## src/rtl/syscall_console_if.sv

```systemverilog
// Syscall console bus: instruction issue from decode, print-word stream to the
// console sink, and exit/error status back to the core.
interface syscall_console_if #(
    parameter int WIDTH = 32,
    parameter int CNT_W = 16
);
    logic             issue;
    logic [31:0]      ID;
    logic [WIDTH-1:0] rs;
    logic [WIDTH-1:0] rt;
    logic             stall;
    logic             out_valid;
    logic [WIDTH-1:0] out_data;
    logic             out_ready;
    logic             halted;
    logic             done;
    logic             err_svc;
    logic [CNT_W-1:0] emit_cnt;
    logic [1:0]       dbg_state;

    // Handshake: a console word transfers on every rising edge where
    // out_valid && out_ready; out_data is held stable while out_valid && !out_ready.
    modport master (
        output issue, ID, rs, rt, out_ready,
        input  stall, out_valid, out_data, halted, done, err_svc, emit_cnt, dbg_state
    );

    modport slave (
        input  issue, ID, rs, rt, out_ready,
        output stall, out_valid, out_data, halted, done, err_svc, emit_cnt, dbg_state
    );
endinterface

```

## src/rtl/syscall_console.sv

```systemverilog
// Syscall console: buffers print syscalls in a FIFO, streams them to a sink,
// and sequences program exit (drain buffered output, then report done).
module syscall_console #(
    parameter int DEPTH      = 8,
    parameter int WIDTH      = 32,
    parameter int SYSCALL_ID = 26,
    parameter int CNT_W      = 16
) (
    input logic               clk,
    input logic               reset,
    syscall_console_if.slave  bus
);
    localparam int AW = $clog2(DEPTH);

    typedef enum logic [1:0] {
        S_RUN   = 2'd0,
        S_DRAIN = 2'd1,
        S_DONE  = 2'd2
    } state_t;

    state_t           r_state;
    logic             r_halted;
    logic             r_done;
    logic             r_err;
    logic [WIDTH-1:0] r_mem [DEPTH];
    logic [AW-1:0]    r_rd_ptr;
    logic [AW-1:0]    r_wr_ptr;
    logic [AW:0]      r_count;
    logic [CNT_W-1:0] r_emit;

    logic w_syscall;
    logic w_print;
    logic w_exit;
    logic w_bad_svc;
    logic w_full;
    logic w_valid;
    logic w_push;
    logic w_pop;

    assign w_syscall = bus.issue && (bus.ID == 32'(SYSCALL_ID)) && (r_state == S_RUN);
    assign w_print   = w_syscall && (bus.rs == WIDTH'(1));
    assign w_exit    = w_syscall && (bus.rs == WIDTH'(2));
    assign w_bad_svc = w_syscall && (bus.rs != WIDTH'(1)) && (bus.rs != WIDTH'(2))
                       && (bus.rs != WIDTH'(3));
    assign w_full    = (r_count == (AW+1)'(DEPTH));
    assign w_valid   = (r_count != '0);
    // Fullness uses the pre-edge count, so a same-cycle pop never frees a slot.
    assign w_push    = w_print && !w_full;
    assign w_pop     = w_valid && bus.out_ready;

    always_ff @(posedge clk) begin
        if (w_push) begin
            r_mem[r_wr_ptr] <= bus.rt;
        end
    end

    always_ff @(posedge clk or negedge reset) begin
        if (!reset) begin
            r_rd_ptr <= '0;
            r_wr_ptr <= '0;
            r_count  <= '0;
            r_emit   <= '0;
            r_err    <= 1'b0;
        end else begin
            if (w_push) begin
                r_wr_ptr <= r_wr_ptr + 1'b1;
            end
            if (w_pop) begin
                r_rd_ptr <= r_rd_ptr + 1'b1;
                if (r_emit != '1) begin
                    r_emit <= r_emit + 1'b1;
                end
            end
            case ({w_push, w_pop})
                2'b10:   r_count <= r_count + 1'b1;
                2'b01:   r_count <= r_count - 1'b1;
                default: r_count <= r_count;
            endcase
            if (w_bad_svc) begin
                r_err <= 1'b1;
            end
        end
    end

    // Exit sequencing; halted/done are registered alongside the state.
    always_ff @(posedge clk or negedge reset) begin
        if (!reset) begin
            r_state  <= S_RUN;
            r_halted <= 1'b0;
            r_done   <= 1'b0;
        end else begin
            case (r_state)
                S_RUN: begin
                    if (w_exit) begin
                        r_state  <= S_DRAIN;
                        r_halted <= 1'b1;
                    end
                end
                S_DRAIN: begin
                    if (r_count == '0) begin
                        r_state <= S_DONE;
                        r_done  <= 1'b1;
                    end
                end
                S_DONE: begin
                    r_state <= S_DONE;
                end
                default: begin
                    r_state <= S_RUN;
                end
            endcase
        end
    end

    assign bus.stall     = w_print && w_full;
    assign bus.out_valid = w_valid;
    // An empty FIFO presents zero rather than a stale or uninitialised slot.
    assign bus.out_data  = w_valid ? r_mem[r_rd_ptr] : '0;
    assign bus.halted    = r_halted;
    assign bus.done      = r_done;
    assign bus.err_svc   = r_err;
    assign bus.emit_cnt  = r_emit;
    assign bus.dbg_state = r_state;
endmodule

```

## src/flat_wrapper.sv

```systemverilog
// flat-port wrapper written by rule: the top's interface ports become plain ports
module syscall_console_flat 
#(
    parameter int DEPTH      = 8,
    parameter int WIDTH      = 32,
    parameter int SYSCALL_ID = 26,
    parameter int CNT_W      = 16
)
  (clk, reset, bus_issue, bus_ID, bus_rs, bus_rt, bus_out_ready, bus_stall, bus_out_valid, bus_out_data, bus_halted, bus_done, bus_err_svc, bus_emit_cnt, bus_dbg_state);
  syscall_console_if #(.WIDTH(WIDTH), .CNT_W(CNT_W)) bus_i ();
  input logic clk;
  input logic reset;
  input wire logic [$bits(bus_i.issue)-1:0] bus_issue;
  input wire logic [$bits(bus_i.ID)-1:0] bus_ID;
  input wire logic [$bits(bus_i.rs)-1:0] bus_rs;
  input wire logic [$bits(bus_i.rt)-1:0] bus_rt;
  input wire logic [$bits(bus_i.out_ready)-1:0] bus_out_ready;
  output wire logic [$bits(bus_i.stall)-1:0] bus_stall;
  output wire logic [$bits(bus_i.out_valid)-1:0] bus_out_valid;
  output wire logic [$bits(bus_i.out_data)-1:0] bus_out_data;
  output wire logic [$bits(bus_i.halted)-1:0] bus_halted;
  output wire logic [$bits(bus_i.done)-1:0] bus_done;
  output wire logic [$bits(bus_i.err_svc)-1:0] bus_err_svc;
  output wire logic [$bits(bus_i.emit_cnt)-1:0] bus_emit_cnt;
  output wire logic [$bits(bus_i.dbg_state)-1:0] bus_dbg_state;
  assign bus_i.issue = bus_issue;
  assign bus_i.ID = bus_ID;
  assign bus_i.rs = bus_rs;
  assign bus_i.rt = bus_rt;
  assign bus_i.out_ready = bus_out_ready;
  assign bus_stall = bus_i.stall;
  assign bus_out_valid = bus_i.out_valid;
  assign bus_out_data = bus_i.out_data;
  assign bus_halted = bus_i.halted;
  assign bus_done = bus_i.done;
  assign bus_err_svc = bus_i.err_svc;
  assign bus_emit_cnt = bus_i.emit_cnt;
  assign bus_dbg_state = bus_i.dbg_state;
  syscall_console #(.DEPTH(DEPTH), .WIDTH(WIDTH), .SYSCALL_ID(SYSCALL_ID), .CNT_W(CNT_W)) u_core (.clk(clk), .reset(reset), .bus(bus_i));
endmodule
```

## config.mk

```make
export PLATFORM = sky130hd
export DESIGN_NAME = syscall_console_flat
export DESIGN_NICKNAME = d
export VERILOG_FILES = /design/src/rtl/syscall_console_if.sv /design/src/rtl/syscall_console.sv /design/src/flat_wrapper.sv
export SDC_FILE = /design/constraint.sdc
export NUM_CORES = 1
export LEC_CHECK = 0
export ABC_AREA = 1
export CORE_UTILIZATION = 55
export CTS_CLUSTER_SIZE = 28
export DETAILED_ROUTE_END_ITERATION = 8
export PLACE_DENSITY_LB_ADDON = 0.05
export SLEW_MARGIN = 40
export SYNTH_ARGS = -nofsm -noshare
export SYNTH_HDL_FRONTEND = slang
export SYNTH_SLANG_ARGS = --single-unit
```

## constraint.sdc

```tcl
create_clock -name clk -period 4.2 [get_ports clk]
set_input_delay 0.84 -clock clk [delete_from_list [all_inputs] [get_ports clk]]
set_output_delay 0.84 -clock clk [all_outputs]
set_load 0.005 [all_outputs]
```

==> impl_metrics.sql <==
INSERT INTO impl_metrics (metric_group, metric, value, unit) VALUES
('clocking', 'clockBufferDepth', '3', ''),
('clocking', 'cts_tree', 'done', ''),
('routing', 'detail_route.wl_per_cell', '17.0', 'µm'),
('logic_synthesis', 'synth_top_area_cell', 'sky130_fd_sc_hd__edfxtp_1', ''),
('sta', 'finalCriticalPeriod', '3.83', 'ns'),
('clocking', 'ctsHtreeMaxLevel', '1', ''),
('cells_and_area', 'finish.utilization', '70.1', '%'),
('pwr', 'peakVddDrop', '0.000372', 'V'),
('setup_path', 'critPathMostFrequentCell', 'sky130_fd_sc_hd__nor2_1', ''),
('clocking', 'numClockSinks', '287', ''),
('sta', 'setup_slack_of_the_critical_path_after_layout', '0.365', 'ns'),
('cells_and_area', 'post_route_cells_drive_above_1_share', '7.67', '%'),
('sta', 'unrepaired_setup_endpoints_after_global_routing', 'false', ''),
('pwr', 'power.density', '589', 'nW/µm²'),
('logic_synthesis', 'syn_area_per_cell', '11.7', 'µm²'),
('setup_path', 'crit_path_max_incr_delay', '0.57', 'ns'),
('job', 'max_cap_viol_count', '0', ''),
('place', 'place_congestion', '0.762', ''),
('logic_synthesis', 'synthesis.nets', '1135', ''),
('setup_path', 'cp_max_fo', '50', ''),
('sta', 'final.setup.tns', '0', 'ns'),
('routing', 'viasPerCell', '5.50', ''),
('clocking', 'clk-insertion-delay-late', '0.53', 'ns'),
('setup_path', 'setup.worst_path.start_class', 'flop', ''),
('grt', 'grt_antenna_before_repair', '1', ''),
('clocking', 'cts_repair_resize_count', '0', ''),
('pwr', 'report.power.total', '8.78', 'mW'),
('logic_synthesis', 'yosys.cell_types.count', '31', ''),
('cells_and_area', 'num-nets-final', '1286', ''),
('grt', 'grt_first_pass_wirelength', '39600', 'µm'),
('routing', 'detailroute.via_count', '8117', ''),
('logic_synthesis', 'postSynthCellCount', '1027', ''),
('sta', 'max_freq', '261', 'MHz'),
('setup_path', 'worst_setup_path_end_kind', 'primary output', ''),
('clocking', 'buffers_inserted_by_post_cts_timing_repair', '0', ''),
('run_status', 'status', 'completed', ''),
('sta', 'finalHoldViolCount', '0', ''),
('place', 'place.detailed.hpwl', '14100', 'µm'),
('setup_path', 'critical_path_buf_inv_count', '3', ''),
('logic_synthesis', 'synthesized_flop_and_latch_total', '287', ''),
('setup_path', 'slowest_cell_on_the_critical_path', 'sky130_fd_sc_hd__dfrtp_4', ''),
('place', 'placement.setup.worst_slack', '0.732', 'ns'),
('routing', 'antenna_left', '0', ''),
('clocking', 'post_cts_hold_buffer_count', '0', ''),
('clocking', 'ctsRootBufferMaster', 'sky130_fd_sc_hd__clkbuf_16', ''),
('min_path', 'hold_class', 'reg2reg', ''),
('routing', 'drt_iter0_drc', '696', ''),
('sta', 'tightest_slew', '0.603', 'ns'),
('cells_and_area', 'layout.cells.most_common_list', 'sky130_fd_sc_hd__nor2_1 (332), sky130_fd_sc_hd__edfxtp_1 (256), sky130_fd_sc_hd__clkdlybuf4s50_1 (154)', ''),
('clocking', 'worst_setup_hold_path_clk_slew', '0.06', 'ns'),
('grt', 'grt_pass1_vias', '7725', ''),
('clocking', 'cts_made_buffers', '28', ''),
('setup_path', 'critical_path.cell_chain', 'inv_4 -> buf_12 -> nor2_1 -> o32ai_1 -> nor2_1 -> nor2_1 -> clkdlybuf4s50_1', ''),
('die', 'floorplan.die.height', '150', 'µm'),
('sta', 'final-setup-viol-count', '0', ''),
('logic_synthesis', 'synth.cell_area', '12100', 'µm²'),
('grt', 'pin_count_of_the_biggest_net_entering_global_routing', '62', ''),
('logic_synthesis', 'synthDominantCellAreaShare', '63.7', '%'),
('routing', 'drt_pre_antenna_iters', '4', ''),
('die', 'floorplan.die_area', '22500', 'µm²'),
('routing', 'totalWireLength', '25100', 'µm'),
('sta', 'final.hold.worst_slack', '0.473', 'ns'),
('setup_path', 'crit_arrival', '2.99', 'ns'),
('die', 'number_of_i_o_pins', '155', ''),
('cells_and_area', 'fin_area', '14900', 'µm²'),
('sta', 'finalClockSkew', '0.0266', 'ns'),
('cells_and_area', 'stdcell_count', '1476', ''),
('place', 'postPlaceCellArea', '14000', 'µm²'),
('sta', 'slew-limit-headroom', '59.8', '%'),
('grt', 'groute.usage.overall', '22.9', '%'),
('grt', 'grt_overflow', '0', '');
-- path summary, 6_finish.rpt --
path | start | cells past startpoint | endpoint | slack [ns]
worst max register to register | u_core.r_count[0]$_DFFE_PN0P_ | 11 | u_core.r_count[2]$_DFFE_PN0P_ | 1.49
worst max-delay path | u_core.r_rd_ptr[0]$_DFFE_PN0P_ | 7 | bus_out_data[5] | 0.37
min in group asynchronous | reset | 2 | u_core.bus.emit_cnt[1]$_DFFE_PN0P_ | 0.70
worst min-delay path | u_core.bus.done$_DFFE_PN0P_ | 1 | u_core.bus.done$_DFFE_PN0P_ | 0.47
worst min register to register | u_core.bus.done$_DFFE_PN0P_ | 1 | u_core.bus.done$_DFFE_PN0P_ | 0.47
max in group asynchronous | reset | 2 | u_core.r_rd_ptr[0]$_DFFE_PN0P_ | 3.17
-- registers in the layout, indices dropped and copies added, names as in the netlist --
signal                flops
u_core.r_wr_ptr           3
u_core.bus.done           1
u_core.bus.halted         1
u_core.r_mem            256
u_core.r_count            4
u_core.bus.emit_cnt      16
u_core.r_rd_ptr           3
u_core.bus.err_svc        1
u_core.bus.dbg_state      2
-- cells by family after synthesis --
kind of cell	count (synthesis)	share of synthesized area, %
and+or+nand+nor	458	15.2
DFF	287	70.2
AOI/OAI and AO/OA	172	9.19
buffers and inverters	82	3.15
xor gates and xnor gates	20	1.45
adders and majority gates	8	0.830
-- synthesized netlist by cell type --
master and count:
sky130_fd_sc_hd__buf_1 1, sky130_fd_sc_hd__nand3_2 2, sky130_fd_sc_hd__xnor2_1 8, sky130_fd_sc_hd__ha_1 8, sky130_fd_sc_hd__nor3_1 7, sky130_fd_sc_hd__and2_0 1, sky130_fd_sc_hd__or2_0 1, sky130_fd_sc_hd__o21ai_0 91
sky130_fd_sc_hd__inv_1 26, sky130_fd_sc_hd__nor2_2 3, sky130_fd_sc_hd__o21a_1 1, sky130_fd_sc_hd__o21bai_1 2, sky130_fd_sc_hd__o21ai_1 11, sky130_fd_sc_hd__nor2_1 336, sky130_fd_sc_hd__clkbuf_1 27, sky130_fd_sc_hd__nand2_4 1
sky130_fd_sc_hd__nand3_1 16, sky130_fd_sc_hd__edfxtp_1 256, sky130_fd_sc_hd__buf_4 9, sky130_fd_sc_hd__xor2_1 12, sky130_fd_sc_hd__nand3_4 1, sky130_fd_sc_hd__nor3_4 1, sky130_fd_sc_hd__nand4_1 6, sky130_fd_sc_hd__a21oi_1 3
sky130_fd_sc_hd__buf_2 13, sky130_fd_sc_hd__nand2_2 6, sky130_fd_sc_hd__nand2_1 77, sky130_fd_sc_hd__buf_6 3, sky130_fd_sc_hd__inv_2 3, sky130_fd_sc_hd__dfrtp_1 31, sky130_fd_sc_hd__o32ai_1 64
-- cell type report --
| class | instances | area (µm²) |
|---|---|---|
| repair buffers | 174 | 1770 |
| well taps | 275 | 344 |
| multi-input cells | 658 | 3270 |
| clock inverters | 17 | 159 |
| flip-flops and latches | 287 | 8470 |
| diodes | 1 | 2.50 |
| fillers | 1517 | 6370 |
| clock buffers | 35 | 788 |
| inverters | 29 | 111 |
-- report_power, final --
part           total, mW  internal (mW)  switching, mW
Clock               2.51           1.51           1.00
Combinational       2.91           1.35           1.56
Sequential          3.36           3.19          0.170
Total               8.78           6.04           2.73
-- per-layer routing --
| metal | up-vias | track usage [%] | part of all wire, % |
|---|---|---|---|
| met5 | - | 0 | 0 |
| met4 | 0 | 7.27 | 2.6 |
| met3 | 47 | 3.39 | 6.1 |
| met2 | 263 | 39.5 | 50 |
| met1 | 3859 | 30.0 | 42 |
| li1 | 3948 | - | - |
Power figures use the tool's default switching activity.
